### config.mk
export PLATFORM = sky130hd
export DESIGN_NAME = cache_req_arbiter_flat
export DESIGN_NICKNAME = d
export VERILOG_FILES = /design/src/rtl/cache_req_arbiter_if.sv /design/src/rtl/cache_req_arbiter.sv /design/src/flat_wrapper.sv
export SDC_FILE = /design/constraint.sdc
export NUM_CORES = 1
export LEC_CHECK = 0
export ABC_AREA = 0
export BUFFER_PORTS_ARGS = -buffer_cell sky130_fd_sc_hd__buf_2
export CAP_MARGIN = 30
export CORE_MARGIN = 2
export CORE_UTILIZATION = 43
export DETAILED_ROUTE_END_ITERATION = 8
export PLACE_DENSITY = 0.76
export SLEW_MARGIN = 15
export SYNTH_ARGS = -nofsm -noshare
export SYNTH_HDL_FRONTEND = slang
export SYNTH_SLANG_ARGS = --single-unit
export TNS_END_PERCENT = 30
### constraint.sdc
create_clock -name clk -period 2.15 [get_ports clk]
set_input_delay 0 -clock clk [delete_from_list [all_inputs] [get_ports clk]]
set_output_delay 0 -clock clk [all_outputs]
set_load 0.02 [all_outputs]
### src/rtl/cache_req_arbiter_if.sv
// cache_req_arbiter_if
// Bundles the two requester handshakes and the engine-side issue bus.
//   req0_*/req1_* : valid/addr/op from the requesters, ready back to them
//   cache_*       : registered address/op plus the one-cycle issue strobe
//   grant_id      : requester that owns the current issue
// Handshake rule: a request transfers on a rising edge where valid and
// ready are both high. While valid is high and ready is low the requester
// holds addr/op stable; valid may drop before acceptance with no effect.
// Modports: master = requester/engine side (drives requests, observes
// issue), slave = the arbiter.
interface cache_req_arbiter_if #(
    parameter int ADDR_W = 48
);
    logic              req0_valid;
    logic [ADDR_W-1:0] req0_addr;
    logic [7:0]        req0_op;
    logic              req0_ready;
    logic              req1_valid;
    logic [ADDR_W-1:0] req1_addr;
    logic [7:0]        req1_op;
    logic              req1_ready;
    logic [ADDR_W-1:0] cache_addr;
    logic [7:0]        cache_op;
    logic              cache_issue;
    logic              grant_id;

    modport master (
        output req0_valid, req0_addr, req0_op,
        output req1_valid, req1_addr, req1_op,
        input  req0_ready, req1_ready,
        input  cache_addr, cache_op, cache_issue, grant_id
    );

    modport slave (
        input  req0_valid, req0_addr, req0_op,
        input  req1_valid, req1_addr, req1_op,
        output req0_ready, req1_ready,
        output cache_addr, cache_op, cache_issue, grant_id
    );
endinterface

### src/rtl/cache_req_arbiter.sv
// cache_req_arbiter
// Round-robin arbiter between two trace requesters feeding cache_engine.
// Each legal request becomes one registered cache_addr/cache_op pair with
// a single-cycle cache_issue strobe, then GAP idle cycles. Requests with
// an op other than R/r/W/w are consumed, counted and never issued.
// Ports:
//   clk, reset    : clock, synchronous active-high reset
//   bus (slave)   : requester handshakes and engine issue bus
//   busy          : FSM not in IDLE
//   req0_count    : legal requests issued for requester 0 (saturating)
//   req1_count    : legal requests issued for requester 1 (saturating)
//   bad_op_count  : requests dropped for an illegal op (saturating)
//   dbg_state     : current FSM state (0 IDLE, 1 ISSUE, 2 WAIT)
module cache_req_arbiter #(
    parameter int ADDR_W = 48,
    parameter int GAP    = 4,
    parameter int CNT_W  = 12
) (
    input  logic              clk,
    input  logic              reset,
    cache_req_arbiter_if.slave bus,
    output logic              busy,
    output logic [CNT_W-1:0]  req0_count,
    output logic [CNT_W-1:0]  req1_count,
    output logic [CNT_W-1:0]  bad_op_count,
    output logic [1:0]        dbg_state
);

    typedef enum logic [1:0] {
        IDLE  = 2'd0,
        ISSUE = 2'd1,
        WAIT  = 2'd2
    } state_t;

    state_t            state;
    logic              rr;
    logic [7:0]        wait_cnt;

    logic              sel;
    logic              accept;
    logic [ADDR_W-1:0] sel_addr;
    logic [7:0]        sel_op;
    logic              sel_legal;

    function automatic logic is_legal(input logic [7:0] op);
        return (op == 8'h52) || (op == 8'h72) || (op == 8'h57) || (op == 8'h77);
    endfunction

    function automatic logic [CNT_W-1:0] sat_inc(input logic [CNT_W-1:0] v);
        return (v == {CNT_W{1'b1}}) ? v : v + {{(CNT_W-1){1'b0}}, 1'b1};
    endfunction

    // Winner selection: a lone valid requester wins; with both valid the
    // round-robin pointer decides. Ready is only ever offered in IDLE and
    // is held low while reset is asserted so reset beats a handshake.
    always_comb begin
        sel = 1'b0;
        if (bus.req0_valid && bus.req1_valid) begin
            sel = rr;
        end else if (bus.req1_valid) begin
            sel = 1'b1;
        end
        accept         = (state == IDLE) && !reset && (bus.req0_valid || bus.req1_valid);
        bus.req0_ready = accept && !sel;
        bus.req1_ready = accept && sel;
        sel_addr       = sel ? bus.req1_addr : bus.req0_addr;
        sel_op         = sel ? bus.req1_op   : bus.req0_op;
        sel_legal      = is_legal(sel_op);
    end

    always_ff @(posedge clk) begin
        if (reset) begin
            state           <= IDLE;
            rr              <= 1'b0;
            wait_cnt        <= 8'd0;
            busy            <= 1'b0;
            bus.cache_addr  <= '0;
            bus.cache_op    <= 8'd0;
            bus.cache_issue <= 1'b0;
            bus.grant_id    <= 1'b0;
            req0_count      <= '0;
            req1_count      <= '0;
            bad_op_count    <= '0;
        end else begin
            case (state)
                IDLE: begin
                    if (accept) begin
                        // Pointer moves past the winner even for a dropped op.
                        rr <= !sel;
                        if (sel_legal) begin
                            bus.cache_addr  <= sel_addr;
                            bus.cache_op    <= sel_op;
                            bus.grant_id    <= sel;
                            bus.cache_issue <= 1'b1;
                            busy            <= 1'b1;
                            state           <= ISSUE;
                            if (sel) begin
                                req1_count <= sat_inc(req1_count);
                            end else begin
                                req0_count <= sat_inc(req0_count);
                            end
                        end else begin
                            bad_op_count <= sat_inc(bad_op_count);
                        end
                    end
                end
                ISSUE: begin
                    bus.cache_issue <= 1'b0;
                    if (GAP == 0) begin
                        state <= IDLE;
                        busy  <= 1'b0;
                    end else begin
                        // Counts GAP-1 down to 0, giving GAP cycles in WAIT.
                        state    <= WAIT;
                        wait_cnt <= 8'(GAP - 1);
                    end
                end
                WAIT: begin
                    if (wait_cnt == 8'd0) begin
                        state <= IDLE;
                        busy  <= 1'b0;
                    end else begin
                        wait_cnt <= wait_cnt - 8'd1;
                    end
                end
                default: begin
                    state           <= IDLE;
                    busy            <= 1'b0;
                    bus.cache_issue <= 1'b0;
                end
            endcase
        end
    end

    assign dbg_state = state;

endmodule

### src/flat_wrapper.sv
// flat-port wrapper written by rule: the top's interface ports become plain ports
module cache_req_arbiter_flat 
#(
    parameter int ADDR_W = 48,
    parameter int GAP    = 4,
    parameter int CNT_W  = 12
)
  (clk, reset, busy, req0_count, req1_count, bad_op_count, dbg_state, bus_req0_valid, bus_req0_addr, bus_req0_op, bus_req1_valid, bus_req1_addr, bus_req1_op, bus_req0_ready, bus_req1_ready, bus_cache_addr, bus_cache_op, bus_cache_issue, bus_grant_id);
  cache_req_arbiter_if #(.ADDR_W(ADDR_W)) bus_i ();
  input  logic clk;
  input  logic reset;
  output logic busy;
  output logic [CNT_W-1:0] req0_count;
  output logic [CNT_W-1:0] req1_count;
  output logic [CNT_W-1:0] bad_op_count;
  output logic [1:0] dbg_state;
  input wire logic [$bits(bus_i.req0_valid)-1:0] bus_req0_valid;
  input wire logic [$bits(bus_i.req0_addr)-1:0] bus_req0_addr;
  input wire logic [$bits(bus_i.req0_op)-1:0] bus_req0_op;
  input wire logic [$bits(bus_i.req1_valid)-1:0] bus_req1_valid;
  input wire logic [$bits(bus_i.req1_addr)-1:0] bus_req1_addr;
  input wire logic [$bits(bus_i.req1_op)-1:0] bus_req1_op;
  output wire logic [$bits(bus_i.req0_ready)-1:0] bus_req0_ready;
  output wire logic [$bits(bus_i.req1_ready)-1:0] bus_req1_ready;
  output wire logic [$bits(bus_i.cache_addr)-1:0] bus_cache_addr;
  output wire logic [$bits(bus_i.cache_op)-1:0] bus_cache_op;
  output wire logic [$bits(bus_i.cache_issue)-1:0] bus_cache_issue;
  output wire logic [$bits(bus_i.grant_id)-1:0] bus_grant_id;
  assign bus_i.req0_valid = bus_req0_valid;
  assign bus_i.req0_addr = bus_req0_addr;
  assign bus_i.req0_op = bus_req0_op;
  assign bus_i.req1_valid = bus_req1_valid;
  assign bus_i.req1_addr = bus_req1_addr;
  assign bus_i.req1_op = bus_req1_op;
  assign bus_req0_ready = bus_i.req0_ready;
  assign bus_req1_ready = bus_i.req1_ready;
  assign bus_cache_addr = bus_i.cache_addr;
  assign bus_cache_op = bus_i.cache_op;
  assign bus_cache_issue = bus_i.cache_issue;
  assign bus_grant_id = bus_i.grant_id;
  cache_req_arbiter #(.ADDR_W(ADDR_W), .GAP(GAP), .CNT_W(CNT_W)) u_core (.clk(clk), .reset(reset), .bus(bus_i), .busy(busy), .req0_count(req0_count), .req1_count(req1_count), .bad_op_count(bad_op_count), .dbg_state(dbg_state));
endmodule
==> flow_metrics.py <==
metrics = {
    "run_status": {
        "outcome": "completed",
    },
    "power_and_ir_drop": {
        "power_mw": 4.13,
        "p_leak_nw": 3.19,
        "irDropWorstVdd_v": 0.000417,
        "power_density_nw_per_um2": 582,
    },
    "floorplan": {
        "coreArea_um2": 11300,
        "die_area_um2": 12400,
        "die_w_um": 111,
        "start_util_pct": 43.8,
        "ioPinCount": 215,
        "rows": 39,
        "dieHeight_um": 111,
    },
    "global_routing": {
        "gr-total-overflow": 0,
        "antenna_found_initial": 0,
        "first_global_vias": 5372,
        "grt_max_degree": 64,
        "grtUsageTotal_pct": 24.9,
        "grt_pass1_wl_um": 25500,
    },
    "placement": {
        "dp_slack_ns": 0.0538,
        "placed_cell_area_um2": 6280,
        "hpwl_um": 10500,
        "gp_congestion": 0.841,
        "port_buffers": 214,
        "post-place-cells": 880,
    },
    "sta": {
        "worstMarginPinSlew_ns": 0.662,
        "slew_viol_final": 0,
        "hold_violations": 0,
        "rsz0062_at_grt": "false",
        "slew_headroom_pct": 55.8,
        "fin_ws_ns": 0.0562,
        "clock.fmax_mhz": 478,
        "min_period_ns": 2.09,
        "holdWs_ns": 0.00306,
        "fin_setup_tns_ns": 0,
        "finalCritPeriodShare_pct": 97.4,
        "setup_viol": 0,
        "skew_ns": 0.00864,
    },
    "final_layout": {
        "design_area_um2": 7100,
        "layout.cells.non_filler": 948,
        "fin_nets": 921,
        "utilization_pct": 62.7,
        "final_common_cell": "buf_2",
        "diodes": 0,
        "layout_common_cells": "buf_2, dfxtp_1, a21oi_1",
        "area_growth_pct": 43.2,
        "drive_above_1_share_pct": 33.3,
    },
    "synth": {
        "async_flop_share_pct": 0,
        "syn_area_per_cell_um2": 9.16,
        "ys_seq_area_share_pct": 42.8,
        "synth_nets": 662,
        "syn_inst": 541,
        "synth-main-ff-cell": "dfxtp_1",
        "synth-edff-count": 0,
        "synth.area.top_cells": "dfxtp_1, mux2i_1, a21oi_1",
        "yosys_warnings": 0,
        "synth_area_um2": 4960,
        "yosys.area.top_type": "dfxtp_1",
        "synthDominantCellAreaShare_pct": 42.8,
        "synth_seq_cells": 106,
        "synth.distinct_cells": 52,
    },
    "drt": {
        "vias": 5394,
        "wirelength_um": 16000,
        "drtIter0Drc": 342,
        "antenna_left": 0,
        "avgViaCountPerCell": 5.69,
        "drt_pass1_iterations": 5,
        "drc": 0,
        "wire_per_inst_um": 16.8,
    },
    "worst_setup_path": {
        "start_kind": "register",
        "critical_path_arrival_ns": 2.30,
        "crit_fanout": 50,
        "crit_path_end_kind": "register",
        "required_ns": 2.36,
        "worstSetupPathType": "register to register",
    },
    "cts": {
        "cts_sinks": 106,
        "cts_max_level": 3,
        "clk_pin_slew_ns": 0.08,
        "cts_root_buffer": "clkbuf_16",
        "cts_tree": "built",
        "insertion_delay_ns": 0.35,
        "cts.path.max_buffers": 2,
        "cts_buffers": 9,
    },
    "run": {
        "drv_cap": 0,
    },
    "hold_path": {
        "hold_path.class": "primary input to register",
    },
}
worst max-delay path, cell delays in order, from the launching register on:
cell	delay (ns)
dfxtp_1	0.36
o21ai_4	0.21
buf_12	0.32
mux2i_1	0.30
dlygate4sd3_1	0.61
a211oi_1	0.08
sequential cells by signal, indices dropped and copies added (netlist names):
register	cells
u_core.bad_op_count	12
u_core.req1_count	12
u_core.bus.grant_id	1
u_core.busy	1
u_core.bus.cache_addr	48
u_core.wait_cnt	8
u_core.bus.cache_issue	1
u_core.rr	1
u_core.req0_count	12
u_core.bus.cache_op	8
u_core.dbg_state	2
worst paths after layout:
| kind | cells after the start | to | slack (ns) | from |
|---|---|---|---|---|
| hold reg to reg | 1 | u_core.bus.cache_op[6]$_SDFFE_PP0P_ | 0.46 | u_core.bus.cache_op[6]$_SDFFE_PP0P_ |
| hold / removal | 3 | u_core.bus.cache_addr[32]$_SDFFE_PP0P_ | 0.003 | bus_req1_addr[32] |
| setup reg to reg | 5 | u_core.bus.cache_addr[47]$_SDFFE_PP0P_ | 0.06 | u_core.rr$_SDFFE_PP0P_ |
| setup / recovery | 5 | u_core.bus.cache_addr[47]$_SDFFE_PP0P_ | 0.06 | u_core.rr$_SDFFE_PP0P_ |
power breakdown:
part	switching, mW	internal (mW)	total [mW]
Clock	0.810	0.807	1.62
Combinational	0.255	0.270	0.525
Sequential	0.0132	1.98	1.99
layer usage:
layer | track usage, % | up-vias | share of wire [%]
li1 | - | 2589 | -
met1 | 28.6 | 2535 | 39
met2 | 44.4 | 232 | 50
met3 | 5.88 | 38 | 7.8
met4 | 10.5 | 0 | 2.8
met5 | 0 | - | 0
final cells by class:
type,instances,area (um^2)
Fill cell,914,4220
Multi-Input combinational cell,381,2660
Sequential cell,106,2120
Timing Repair Buffer,288,1810
Clock buffer,9,225
Tap cell,143,179
Clock inverter,7,57.6
Inverter,14,52.6
Yosys cell counts (all sizes together) (4+ instances only):
cell type	n
nand4	7
clkbuf	24
nand2	21
xnor2	6
and3	5
nor2	18
ha	5
o41ai	8
a21oi	74
nor3	7
and2	7
o31ai	13
dfxtp	106
o21ai	15
or3	12
a211oi	49
nor4	4
mux2i	50
nand3	14
and4	6
or2	4
o311ai	9
or4	14
inv	14
buf	16
what timing repair did:
| action | in CTS | in global routing |
|---|---|---|
| gates resized for setup | 0 | 4 |
| endpoints found under the hold margin | 32 | 0 |
| hold buffers | 52 | 0 |
| setup buffers | 0 | 0 |
| endpoints found under the setup margin | 0 | 15 |
logic make-up (layout without fill, tap and decap cells):
group,Yosys count,count (layout),synth area share (%)
simple gates,131,131,15.3
mux,52,52,10.6
buf+inv,54,318,4.49
xor+xnor,8,8,1.41
compound gates,185,185,24.1
flops,106,106,42.8
fa+ha+maj,5,5,1.26
Note: power is estimated with default switching activity, not from simulation.
